[config.mk]
export PLATFORM = sky130hd
export DESIGN_NAME = fpmul_arb
export DESIGN_NICKNAME = d
export VERILOG_FILES = /design/src/rtl/fpmul_arb_pkg.sv /design/src/rtl/fpmul_arb_tagpipe.sv /design/src/rtl/fpmul_arb.sv
export SDC_FILE = /design/constraint.sdc
export NUM_CORES = 1
export LEC_CHECK = 0
export ABC_CLOCK_PERIOD_IN_PS = 2200
export BUFFER_PORTS_ARGS = -buffer_cell sky130_fd_sc_hd__buf_4
export CORE_ASPECT_RATIO = 0.7
export CORE_MARGIN = 2
export CORE_UTILIZATION = 40
export CTS_CLUSTER_DIAMETER = 100
export DETAILED_ROUTE_END_ITERATION = 12
export GPL_ROUTABILITY_DRIVEN = 0
export PLACE_DENSITY_LB_ADDON = 0.3
export SLEW_MARGIN = 25
export SYNTH_ARGS = -nofsm -noshare
export SYNTH_HDL_FRONTEND = slang
export SYNTH_SLANG_ARGS = --single-unit
[constraint.sdc]
create_clock -name CLK -period 2.2 [get_ports CLK]
set_clock_uncertainty 0.15 [all_clocks]
set_input_delay 0.22 -clock CLK [delete_from_list [all_inputs] [get_ports CLK]]
set_output_delay 0.22 -clock CLK [all_outputs]
set_load 0.01 [all_outputs]
[src/rtl/fpmul_arb_pkg.sv]
// fpmul_arb_pkg: shared defaults, FSM encoding and counter width for the
// two-requester FPmul arbiter.
package fpmul_arb_pkg;

  localparam int unsigned W_DEF     = 32;  // IEEE-754 single
  localparam int unsigned LAT_DEF   = 4;   // FPmul MUL_VIN->MUL_VOUT latency
  localparam int unsigned GNT_CNT_W = 16;  // per-requester grant counter width

  typedef enum logic [1:0] {
    ST_STOP  = 2'd0,
    ST_RUN   = 2'd1,
    ST_DRAIN = 2'd2
  } state_e;

endpackage

[src/rtl/fpmul_arb_tagpipe.sv]
// fpmul_arb_tagpipe: LAT-deep valid+tag shift register that follows each
// issue through the shared FPmul, so the tail lines up with MUL_VOUT.
//   clk_i, rst_i  : clock, synchronous active-high reset
//   vld_i, tag_i  : issue valid and requester tag (aligned with MUL_VIN)
//   tail_vld_o    : an issue is expected to return this cycle
//   tail_tag_o    : requester that owns the returning result
module fpmul_arb_tagpipe
  import fpmul_arb_pkg::*;
#(
  parameter int unsigned LAT = LAT_DEF
) (
  input  logic clk_i,
  input  logic rst_i,
  input  logic vld_i,
  input  logic tag_i,
  output logic tail_vld_o,
  output logic tail_tag_o
);

  logic [LAT-1:0] vld_q;
  logic [LAT-1:0] tag_q;

  // Shift issue markers towards the tail one stage per cycle.
  always_ff @(posedge clk_i) begin
    if (rst_i) begin
      vld_q <= '0;
      tag_q <= '0;
    end else begin
      vld_q[0] <= vld_i;
      tag_q[0] <= tag_i;
      for (int i = 1; i < int'(LAT); i++) begin
        vld_q[i] <= vld_q[i-1];
        tag_q[i] <= tag_q[i-1];
      end
    end
  end

  assign tail_vld_o = vld_q[LAT-1];
  assign tail_tag_o = tag_q[LAT-1];

endmodule

[src/rtl/fpmul_arb.sv]
// fpmul_arb: round-robin arbiter sharing one pipelined FPmul between two
// requesters, routing results back by tag, with STOP/RUN/DRAIN control.
//   CLK, RST            : clock, synchronous active-high reset
//   EN                  : issue enable; low drains the pipeline to STOP
//   VINk, Ak, Bk        : requester k operand valid and operands
//   RDYk                : requester k accepted this cycle (combinational)
//   MUL_VIN/MUL_A/MUL_B : registered issue to the shared FPmul
//   MUL_VOUT/MUL_Z      : FPmul result
//   VOUTk, Zk           : registered routed results (no backpressure)
//   IDLE                : high in STOP
//   ERR                 : sticky protocol error (MUL_VOUT vs expected return)
//   GNT_CNTk            : saturating grant counters
// Optional feature macro: FPMUL_ARB_STATS_EN enables the grant counters;
// without it GNT_CNT0/GNT_CNT1 are tied to zero.
module fpmul_arb
  import fpmul_arb_pkg::*;
#(
  parameter int unsigned W   = W_DEF,
  parameter int unsigned LAT = LAT_DEF
) (
  input  logic                 CLK,
  input  logic                 RST,
  input  logic                 EN,
  input  logic                 VIN0,
  input  logic                 VIN1,
  input  logic [W-1:0]         A0,
  input  logic [W-1:0]         B0,
  input  logic [W-1:0]         A1,
  input  logic [W-1:0]         B1,
  output logic                 RDY0,
  output logic                 RDY1,
  output logic                 MUL_VIN,
  output logic [W-1:0]         MUL_A,
  output logic [W-1:0]         MUL_B,
  input  logic                 MUL_VOUT,
  input  logic [W-1:0]         MUL_Z,
  output logic                 VOUT0,
  output logic                 VOUT1,
  output logic [W-1:0]         Z0,
  output logic [W-1:0]         Z1,
  output logic                 IDLE,
  output logic                 ERR,
  output logic [GNT_CNT_W-1:0] GNT_CNT0,
  output logic [GNT_CNT_W-1:0] GNT_CNT1
);

  localparam int unsigned IF_W  = $clog2(LAT + 2);
  localparam int unsigned BLK_W = $clog2(LAT + 1);

  state_e           state_q, state_d;
  logic             ptr_q, ptr_d;
  logic             gnt0, gnt1, gnt_any;
  logic [IF_W-1:0]  inflt_q, inflt_d;
  logic [BLK_W-1:0] blank_q;
  logic             mul_vin_q, mul_tag_q;
  logic [W-1:0]     mul_a_q, mul_b_q;
  logic             vout0_q, vout1_q;
  logic [W-1:0]     z0_q, z1_q;
  logic             idle_q, err_q;
  logic             tail_vld, tail_tag;
  logic             ret, err_set;

  // Next state and round-robin grant; grants only while RUN with EN high.
  always_comb begin
    state_d = state_q;
    ptr_d   = ptr_q;
    gnt0    = 1'b0;
    gnt1    = 1'b0;
    case (state_q)
      ST_STOP: begin
        if (EN) state_d = ST_RUN;
      end
      ST_RUN: begin
        if (!EN) begin
          state_d = ST_DRAIN;
        end else if (!RST) begin
          if (VIN0 && VIN1) begin
            gnt0  = !ptr_q;
            gnt1  = ptr_q;
            ptr_d = !ptr_q;
          end else if (VIN0) begin
            gnt0  = 1'b1;
            ptr_d = 1'b1;
          end else if (VIN1) begin
            gnt1  = 1'b1;
            ptr_d = 1'b0;
          end
        end
      end
      ST_DRAIN: begin
        if (EN)                 state_d = ST_RUN;
        else if (inflt_q == '0) state_d = ST_STOP;
      end
      default: state_d = ST_STOP;
    endcase
  end

  assign gnt_any = gnt0 | gnt1;
  assign RDY0    = gnt0;
  assign RDY1    = gnt1;

  fpmul_arb_tagpipe #(.LAT(LAT)) u_tagpipe (
    .clk_i      (CLK),
    .rst_i      (RST),
    .vld_i      (mul_vin_q),
    .tag_i      (mul_tag_q),
    .tail_vld_o (tail_vld),
    .tail_tag_o (tail_tag)
  );

  assign ret = MUL_VOUT && tail_vld;
  // Stray MUL_VOUT is ignored while the post-reset blank window is open.
  assign err_set = (MUL_VOUT && !tail_vld && (blank_q == '0)) ||
                   (tail_vld && !MUL_VOUT);

  // In-flight count: +1 on grant, -1 when the expected return reaches the tail.
  always_comb begin
    inflt_d = inflt_q;
    case ({gnt_any, tail_vld})
      2'b10:   inflt_d = inflt_q + IF_W'(1);
      2'b01:   inflt_d = inflt_q - IF_W'(1);
      default: inflt_d = inflt_q;
    endcase
  end

  always_ff @(posedge CLK) begin
    if (RST) begin
      state_q   <= ST_STOP;
      ptr_q     <= 1'b0;
      inflt_q   <= '0;
      blank_q   <= BLK_W'(LAT);
      mul_vin_q <= 1'b0;
      mul_tag_q <= 1'b0;
      mul_a_q   <= '0;
      mul_b_q   <= '0;
      vout0_q   <= 1'b0;
      vout1_q   <= 1'b0;
      z0_q      <= '0;
      z1_q      <= '0;
      idle_q    <= 1'b1;
      err_q     <= 1'b0;
    end else begin
      state_q   <= state_d;
      ptr_q     <= ptr_d;
      inflt_q   <= inflt_d;
      if (blank_q != '0) blank_q <= blank_q - BLK_W'(1);
      mul_vin_q <= gnt_any;
      if (gnt_any) begin
        mul_tag_q <= gnt1;
        mul_a_q   <= gnt1 ? A1 : A0;
        mul_b_q   <= gnt1 ? B1 : B0;
      end
      vout0_q <= ret && !tail_tag;
      vout1_q <= ret && tail_tag;
      if (ret && !tail_tag) z0_q <= MUL_Z;
      if (ret && tail_tag)  z1_q <= MUL_Z;
      idle_q <= (state_d == ST_STOP);
      if (err_set) err_q <= 1'b1;
    end
  end

  assign MUL_VIN = mul_vin_q;
  assign MUL_A   = mul_a_q;
  assign MUL_B   = mul_b_q;
  assign VOUT0   = vout0_q;
  assign VOUT1   = vout1_q;
  assign Z0      = z0_q;
  assign Z1      = z1_q;
  assign IDLE    = idle_q;
  assign ERR     = err_q;

`ifdef FPMUL_ARB_STATS_EN
  logic [GNT_CNT_W-1:0] gnt_cnt0_q, gnt_cnt1_q;

  // Saturating grant counters.
  always_ff @(posedge CLK) begin
    if (RST) begin
      gnt_cnt0_q <= '0;
      gnt_cnt1_q <= '0;
    end else begin
      if (gnt0 && !(&gnt_cnt0_q)) gnt_cnt0_q <= gnt_cnt0_q + GNT_CNT_W'(1);
      if (gnt1 && !(&gnt_cnt1_q)) gnt_cnt1_q <= gnt_cnt1_q + GNT_CNT_W'(1);
    end
  end

  assign GNT_CNT0 = gnt_cnt0_q;
  assign GNT_CNT1 = gnt_cnt1_q;
`else
  assign GNT_CNT0 = '0;
  assign GNT_CNT1 = '0;
`endif

endmodule

==> results of run 1 <==
## stage by stage
step / hold WS (ns) / cells / util (%) / TNS, ns / worst slack, ns
after detailed placement: 0.2727 / 1144 / 56.16 / 0 / 0.1161
after global placement: 0.2656 / 1144 / 56.16 / 0 / 0.1502
after floorplan: 0.1392 / 714 / - / 0 / 0.02508
final: 0.01345 / 1340 / 71.40 / 0 / 0.05888
after CTS: 0.0003535 / 1336 / 71.18 / 0 / 0.04116
after global routing: 0.02192 / 1340 / 71.40 / -0.02441 / -0.01690
## per-layer routing
layer  track usage, %  share of wire, %
met1            30.88                40
met5                0                 0
met4            11.59               4.0
met2            44.23                48
met3            6.996               7.5
## registers in the layout, indices dropped and copies added (netlist names), 2 cells and up
signal	count
MUL_A	32
MUL_B	32
Z0	32
Z1	32
blank_q	3
inflt_q	3
state_q	2
u_tagpipe.tag_q	4
u_tagpipe.vld_q	4
## cells by family after synthesis
logic type,after synthesis,synth area share [%]
other cells,1,0.06268
xor+xnor,3,0.4392
fa+ha+maj,4,0.9620
simple gates,231,15.60
mux,65,10.89
buf+inv,85,9.139
compound gates,143,12.38
flops,151,50.52
## cells in the mapped netlist (2+ instances only)
| master | count |
|---|---|
| mux2i_1 | 64 |
| nand2_1 | 197 |
| buf_4 | 33 |
| nor2b_1 | 8 |
| buf_1 | 2 |
| and3_1 | 2 |
| o31ai_1 | 2 |
| a21oi_1 | 71 |
| buf_2 | 17 |
| buf_6 | 11 |
| ha_1 | 3 |
| xor2_1 | 2 |
| nor2_1 | 12 |
| inv_1 | 9 |
| o21ai_0 | 6 |
| o21ai_1 | 60 |
| clkbuf_1 | 13 |
| or3_1 | 2 |
| nor3_1 | 3 |
| dfxtp_1 | 151 |
## worst min path at each step
stage / to / start / slack, ns / cells past startpoint
4_1_cts: MUL_B[19] / B1[19] / 0.0004 / 3
3_3_place_gp: u_tagpipe.tag_q[2] / u_tagpipe.tag_q[1] / 0.27 / 1
3_5_place_dp: u_tagpipe.vld_q[2] / u_tagpipe.vld_q[1] / 0.27 / 1
6_report: MUL_B[19] / B1[19] / 0.01 / 3
2_1_floorplan: state_q[1] / EN / 0.14 / 1
5_1_grt: MUL_B[19] / B1[19] / 0.02 / 3
## power groups by stage
stage | Combinational, mW | Clock, mW | Sequential [mW]
detailed placement | 0.704 | 0 | 2.91
global placement | 0.699 | 0 | 2.90
finish | 1.01 | 2.97 | 2.85
CTS | 0.959 | 3.01 | 2.85
floorplan | 0.366 | 0 | 2.92
global route | 1.08 | 3.12 | 2.86
## repair_timing
action | 4_1_cts | 5_1_grt
resized for setup | 0 | 1
hold buffers | 160 | 0
endpoints found under the setup margin | 0 | 32
setup buffers | 0 | 4
endpoints found under the hold margin | 131 | 0
## critical path: stages (launching register included)
cell and delay (ns):
dfxtp_1 0.35, o21ai_4 0.27, buf_4 0.20, buf_4 0.16, mux2i_1 0.21, dlygate4sd3_1 0.59, o21ai_1 0.08
## cell type report
| cell class | instances | share of cell area, % |
|---|---|---|
| inverter | 9 | 0.3224 |
| multi-input combinational | 478 | 24.41 |
| timing repair buffer | 475 | 38.33 |
| clock inverter | 14 | 1.564 |
| tap | 195 | 2.328 |
| clock buffer | 18 | 4.191 |
| sequential | 151 | 28.86 |
==> impl_metrics.yaml, run 1 <==
drt:
  drt_first_pass_iters: 5
  num_vias: 6363
  drtAntennaViolNets: 0
  vias_per_cell: 4.749
  wire_per_inst_um: 16.18
  drc: 0
  drt_iter0_drc: 367
  routed_wl_um: 21690
layout:
  multi_input_area_mm2: 0.002557
  most-common-layout-cells: "buf_4 (311), nand2_1 (196), dlygate4sd3_1 (160), dfxtp_1 (150), a21oi_1 (71)"
  final_area_mm2: 0.01048
  antenna_cells: 0
  fillCellCount: 1046
  synthToLayoutAreaGrowth_pct: 75.14
  layout_commonest_cell: "buf_4"
  nets: 1302
  layout-drive-gt1-share_pct: 31.18
  regArea_mm2: 0.003024
clock_tree:
  cts.path.max_buffers: 2
  cts_tree: "built"
  cts_sinks: 151
  cts_inserted_buffers: 17
  worstSkewPairLatency_ns: 0.40
  cts.clk_slew.worst_paths_ns: 0.07
  htree_levels: 4
  cts_root_buf: "clkbuf_16"
pwr:
  p_sw_mw: 1.683
  p_seq_share_pct: 41.7
  power.density_mw_per_mm2: 651.3
  power.leakage_nw: 4.868
  ir_worst_vdd_uv: 461.2
  combinationalPowerShare_pct: 14.8
  power_frac_clock_pct: 43.5
  p_total_mw: 6.824
  p_int_mw: 5.142
  swShare_pct: 24.66
run_status:
  status: "finished, final reports clean"
worst_setup_path:
  rr_endpoint: "MUL_B[9]"
  start_kind: "register"
  worstSetupPathType: "reg -> reg"
  critPathMaxFanout: 5
  endpoint: "MUL_B[9]"
  worst-r2r-setup-slack_ns: 0.06
  endpoint_kind: "register"
  crit_required_ns: 2.31
  crit_start: "ptr_q"
  r2r_cells: 6
  crit_arrival_ns: 2.25
  r2r-start: "ptr_q"
yosys:
  synthTopCellsByArea: "dfxtp_1 (51%), nand2_1 (12%), mux2i_1 (11%)"
  yosys.cell_types.count: 35
  ys_seq_area_share_pct: 50.52
  avgSynthCellArea_um2: 8.760
  synth_area_mm2: 0.005983
  yosys_warnings: 0
  synthArstFlopShare_pct: 0
  syn_inst: 683
  ys_ff_latch: 151
  yosysTopAreaCell: "dfxtp_1"
  synth_edf_count: 0
  synth_top_area_share_pct: 50.52
  synth_flop_cell: "dfxtp_1"
die:
  io_pins: 333
  die-area_mm2: 0.01597
  start_util_pct: 40.77
  rows: 37
  dieWidth_um: 150.2
  core_area_mm2: 0.01468
  die_y_um: 106.3
global_route:
  antenna_found_initial: 0
  grt_max_degree: 88
  gr-usage-all-layers_pct: 26.06
  grt_pass1_wl_um: 32610
  grt.overflow.total: 0
  first_global_vias: 6383
timing:
  worstMarginPinSlew_ns: 0.9204
  layout_worst_path_cycle_share_pct: 97.32
  fmax_ghz: 0.4670
  slew_viol_final: 0
  fin_crit_ns: 2.141
  final-hold-violation-count: 0
  grt_setup_unrepaired: "yes"
  setup_violations: 0
  relSlewSlack_pct: 38.64
worst_hold_path:
  holdCritPathClass: "in -> reg"
placed_design:
  hpwl_um: 12580
  place_area_mm2: 0.008242
  io_buffers: 300
run:
  max_cap_violations: 0
Power figures use the tool's default switching activity.
==> run 2, diff against run 1 <==
Settings changed: ABC_CLOCK_PERIOD_IN_PS 2200 to 1800.
Clock period 2.2 ns to 1.8 ns, I/O delays scaled along.
==> run 2 against run 1 <==
Net effect: the run now ends with negative setup slack left; core utilization increased by 0.51 points; setup slack got worse by 0.16 ns; critical path type unchanged; combinational power increased by 21%; clock power increased by 12%; flip-flop and latch count unchanged; clock-buffer cell count unchanged; first-iteration DRC count decreased by 29%; maximum frequency increased by 13%; highest routed layer unchanged; register-to-register slack got worse by 0.16 ns; critical path depth increased by 3; routed wire length increased by 2.0%.
==> impl_metrics.yaml, run 2 (synthesized netlist as in run 1, its figures left out) <==
worst_setup_path:
  cpPeakStageDelay_ns: 0.33
  crit_arrival_ns: 2.09
  crit_buf_inv: 1
  critPathMaxFanout: 2
  r2r_cells: 9
  cp_top_family: "simple AND/OR/NAND/NOR gates"
  rr_endpoint: "inflt_q[2]"
  r2r-start: "state_q[1]"
  crit_chain: "nand3b_4, nor2_2, nand2_2, ha_4, inv_2, fa_2, xor2_1, or3_1, a21oi_2"
  slowest_stage: "dfxtp_2"
  worstSetupPathType: "reg -> reg"
  endpoint_kind: "register"
  worst-r2r-setup-slack_ns: -0.10
  crit_required_ns: 1.99
  start_kind: "register"
global_route:
  grt_pass1_wl_um: 33940
  met3_usage_pct: 7.897
  gr-usage-all-layers_pct: 27.09
  grt.overflow.total: 0
  antenna_found_initial: 0
  busiest_layer: "met2"
  first_global_vias: 6650
  grt_util_met2_pct: 45.34
  grt_max_degree: 66
  use_met1_pct: 31.23
timing:
  setup_tns_ns: -0.1012
  fin_crit_ns: 1.901
  setup_violations: 1
  relSlewSlack_pct: 53.40
  layout_worst_path_cycle_share_pct: 105.6
  slew_viol_final: 0
  fmax_ghz: 0.5260
  final-hold-violation-count: 0
  worstMarginPinSlew_ns: 0.6991
  fin_ws_ns: -0.1012
  grt_setup_unrepaired: "yes"
clock_tree:
  cts_tree: "built"
  cts.clk_slew.worst_paths_ns: 0.06
  htree_levels: 4
  cts_sinks: 151
  cts.path.max_buffers: 2
  cts_inserted_buffers: 17
  worstSkewPairLatency_ns: 0.41
  cts_root_buf: "clkbuf_16"
drt:
  wire_per_inst_um: 16.42
  drt_iter0_drc: 262
  drc: 0
  num_vias: 6491
  routed_wl_um: 22130
  drtAntennaViolNets: 0
  vias_per_cell: 4.815
  drt_first_pass_iters: 5
die:
  core_area_mm2: 0.01468
  io_pins: 333
  start_util_pct: 40.77
  die-area_mm2: 0.01597
  rows: 37
  dieWidth_um: 150.2
  die_y_um: 106.3
run_status:
  status: "finished with violations"
  violations: "negative setup slack"
placed_design:
  hpwl_um: 12310
  place_area_mm2: 0.008341
  post-place-ws_ns: -0.1457
  io_buffers: 300
layout:
  synthToLayoutAreaGrowth_pct: 76.39
  nets: 1310
  layout-drive-gt1-share_pct: 31.92
  antenna_cells: 0
  most-common-layout-cells: "buf_4 (314), nand2_1 (196), dlygate4sd3_1 (162), dfxtp_1 (148), a21oi_1 (70)"
  layout_commonest_cell: "buf_4"
  final_area_mm2: 0.01055
pwr:
  ir_worst_vdd_uv: 591.7
  power.leakage_nw: 4.903
  power.density_mw_per_mm2: 761.4
worst_hold_path:
  worstHoldPathCells: 5
  hp-start: "VIN1"
  holdCritPathClass: "in -> reg"
  min_to: "ptr_q"
run:
  max_cap_violations: 0
==> run 2: changes by cell type in the layout (fill, tap and decap cells not counted), moves of 2 or more <==
cell,before,now
buf_4,311,314
buf_12,4,6
bufinv_16,2,0
clkinv_4,2,0
dfxtp_2,1,3
dlygate4sd3_1,160,162
dfxtp_1,150,148
clkinvlp_4,2,4
==> run 2: area by class of cell <==
class,count,area (um^2)
flip-flops and latches,151,3027
repair buffers,483,4131
inverters,9,33.78
clock inverters,14,115.1
multi-input cells,478,2564
well taps,195,244.0
fillers,1044,4121
clock buffers,18,439.2
==> run 2: worst reg2reg max path: stages, from the launching register on <==
cell and delay, ns:
dfxtp_2 0.33, nand3b_4 0.12, nor2_2 0.05, nand2_2 0.08
ha_4 0.14, inv_2 0.03, fa_2 0.33, xor2_1 0.15
or3_1 0.33, a21oi_2 0.13
==> run 2: repair_timing <==
| item | CTS | global route |
|---|---|---|
| hold buffers | 162 | 0 |
| resized for setup | 0 | 2 |
| cloned | 1 | 0 |
| setup endpoints to repair | 2 | 2 |
| pin swaps | 0 | 1 |
| hold endpoints to repair | 132 | 0 |
| setup buffers | 0 | 0 |
==> run 2: worst max-delay path by stage <==
stage,startpoint,end,slack (ns),cells past startpoint
after floorplan,state_q[1],inflt_q[2],-0.30,11
after global placement,VIN0,inflt_q[2],-0.12,9
after detailed placement,VIN0,inflt_q[2],-0.15,9
after CTS,state_q[1],inflt_q[2],-0.06,9
after global routing,state_q[1],inflt_q[2],-0.15,9
final,state_q[1],inflt_q[2],-0.10,9
==> run 2: metrics by stage <==
stage / hold slack (ns) / util, % / power (mW) / cells
finish: 0.05205 / 71.92 / 8.036 / 1348
global route: 0.1039 / 71.92 / 8.331 / 1348
CTS: 0.04754 / 71.88 / 8.035 / 1348
detailed placement: 0.2788 / 56.83 / 4.417 / 1153
global placement: 0.2657 / 56.83 / 4.409 / 1153
floorplan: 0.09917 / - / 4.017 / 714
==> run 2: report_power, final <==
part | switching (mW) | total (mW) | internal [mW]
Combinational | 0.509 | 1.22 | 0.710
Sequential | 0.0506 | 3.48 | 3.43
Clock | 1.50 | 3.34 | 1.84
Total | 2.06 | 8.04 | 5.98
==> run 2: layer usage <==
metal  routed length, um  part of all wire [%]  vias to the layer above
li1                    -                     -                     3095
met5                   0                     0                        -
met1                8678                    39                     2973
met4                 984                   4.4                        0
met3                1871                   8.5                       81
met2               10600                    48                      342
==> run 3, diff against run 2 <==
Settings changed: GPL_TIMING_DRIVEN from default to 0.
==> run 3 against run 2 <==
Net effect: the flow finishes with violations (negative hold slack, negative setup slack); global-route usage increased by 1.3 points; sequential share of layout area decreased by 1.2 points; cell count increased by 5.3%; clock-buffer cell count unchanged; setup slack got worse by 0.11 ns; via count increased by 4.7%; die area unchanged; combinational power increased by 8%; non-clock buffer count increased by 70; first-iteration DRC count increased by 1.5%; critical endpoint unchanged.
==> impl_metrics.yaml, run 3 (synthesized netlist as in run 1, its figures left out) <==
global_route:
  antenna_found_initial: 1
  grt_max_degree: 20
  grt.overflow.total: 0
  grt_pass1_wl_um: 35450
  gr-usage-all-layers_pct: 28.38
  first_global_vias: 6945
drt:
  routed_wl_um: 23460
  drt_iter0_drc: 266
  wire_per_inst_um: 16.53
  drtAntennaViolNets: 0
  vias_per_cell: 4.791
  drt_first_pass_iters: 5
  drc: 0
  num_vias: 6798
clock_tree:
  cts_sinks: 151
  cts.path.max_buffers: 2
  cts_root_buf: "clkbuf_16"
  cts_tree: "built"
  worstSkewPairLatency_ns: 0.42
  cts_hold_buf: 167
  cts.clk_slew.worst_paths_ns: 0.06
  htree_levels: 4
  cts_inserted_buffers: 17
worst_setup_path:
  r2r_cells: 10
  start_kind: "register"
  worstSetupPathType: "reg -> reg"
  worst-r2r-setup-slack_ns: -0.21
  r2r-start: "state_q[1]"
  crit_arrival_ns: 2.20
  crit_required_ns: 1.99
  cpPeakStageDelay_ns: 0.34
  crit_chain: "nand3b_4, nor2_2, nand2_2, buf_12, ha_4, inv_2, fa_2, xor2_1, or3_1, a21oi_1"
  rr_endpoint: "inflt_q[2]"
  endpoint_kind: "register"
  critPathMaxFanout: 3
  crit_start: "state_q[1]"
  slowest_stage: "dfxtp_2"
timing:
  fin_crit_ns: 2.010
  slew_viol_final: 0
  layout_worst_path_cycle_share_pct: 111.7
  worstMarginPinSlew_ns: 0.5827
  setup_violations: 2
  fin_ws_ns: -0.2097
  setup_tns_ns: -0.2644
  grt_setup_unrepaired: "yes"
  final-hold-violation-count: 1
  hold_ws_ns: -0.1756
  relSlewSlack_pct: 61.16
  fmax_ghz: 0.4976
layout:
  post-route-util_pct: 75.00
  most-common-layout-cells: "buf_4 (344), nand2_1 (196), dlygate4sd3_1 (166), dfxtp_1 (147), a21oi_1 (71)"
  final_area_mm2: 0.01101
  final_cells: 1419
  synthToLayoutAreaGrowth_pct: 83.96
  layout-drive-gt1-share_pct: 34.26
  layout_commonest_cell: "buf_4"
  nets: 1380
worst_hold_path:
  holdCritPathClass: "in -> reg"
  min_to: "state_q[1]"
  worstHoldPathCells: 2
  hp-start: "EN"
placed_design:
  post-place-ws_ns: -0.5953
  place_inst: 1208
  io_buffers: 299
  place_area_mm2: 0.008615
  hpwl_um: 14060
pwr:
  power.density_mw_per_mm2: 761.6
  power.leakage_nw: 5.203
  ir_worst_vdd_uv: 553.2
  p_total_mw: 8.382
die:
  dieWidth_um: 150.2
  start_util_pct: 40.77
  rows: 37
  die_y_um: 106.3
  die-area_mm2: 0.01597
  io_pins: 333
  core_area_mm2: 0.01468
run_status:
  status: "finished with violations"
  violations: "negative hold slack, negative setup slack"
run:
  max_cap_violations: 0
[run 3: changes by cell type in the layout (fill, tap and decap cells not counted), sizes merged]
cell / before / now
buf: 320 / 374
clkbuf: 18 / 31
dlygate4sd3: 162 / 166
clkinvlp: 4 / 1
bufbuf: 1 / 0
bufinv: 0 / 1
clkinv: 2 / 3
diode: 0 / 1
inv: 17 / 18
[run 3: metal layers]
layer  share of wire [%]  vias to the layer above  GRT usage, %  wire length (um)
met4                 5.1                        0         16.64              1190
met2                  48                      322         47.55             11360
met1                  39                     3147         33.03              9265
li1                    -                     3246             -                 -
met5                   0                        -             0                 0
met3                 7.0                       83         6.781              1646
[run 3: worst max-delay path, delay by kind of cell (launching register included)]
family | cells | cell delay (ns)
xor gates and xnor gates | 1 | 0.15
adders and majority gates | 2 | 0.45
and+or+nand+nor | 4 | 0.57
DFF | 1 | 0.34
AOI/OAI and AO/OA | 1 | 0.12
buffers and inverters | 2 | 0.14
[run 3: cell type report]
| cell class | count | area (um^2) |
|---|---|---|
| Antenna cell | 1 | 2.502 |
| Buffer | 74 | 518.0 |
| Clock buffer | 18 | 439.2 |
| Clock inverter | 14 | 155.1 |
| Fill cell | 935 | 3669 |
| Inverter | 9 | 33.78 |
| Multi-Input combinational cell | 478 | 2562 |
| Sequential cell | 151 | 3028 |
| Tap cell | 195 | 244.0 |
| Timing Repair Buffer | 479 | 4024 |
[run 3: how the worst max path moves through the flow]
stage | cells after the start | slack [ns] | endpoint
2_1_floorplan | 11 | -0.30 | inflt_q[2]
3_3_place_gp | 11 | -0.58 | inflt_q[2]
3_5_place_dp | 11 | -0.60 | inflt_q[2]
4_1_cts | 10 | -0.22 | inflt_q[2]
5_1_grt | 10 | -0.30 | inflt_q[2]
6_report | 10 | -0.21 | inflt_q[2]
[run 3: timing repair]
item	CTS	global route
setup endpoints to repair	4	17
resized for setup	6	3
hold endpoints to repair	133	1
setup buffers	5	9
[run 3: report_power, final]
part / leakage (nW) / internal, mW / total (mW) / switching (mW)
combinational: 3.69 / 0.779 / 1.32 / 0.539
clock: 0.292 / 2.01 / 3.58 / 1.57
sequential: 1.22 / 3.43 / 3.48 / 0.0537
total: 5.20 / 6.22 / 8.38 / 2.16
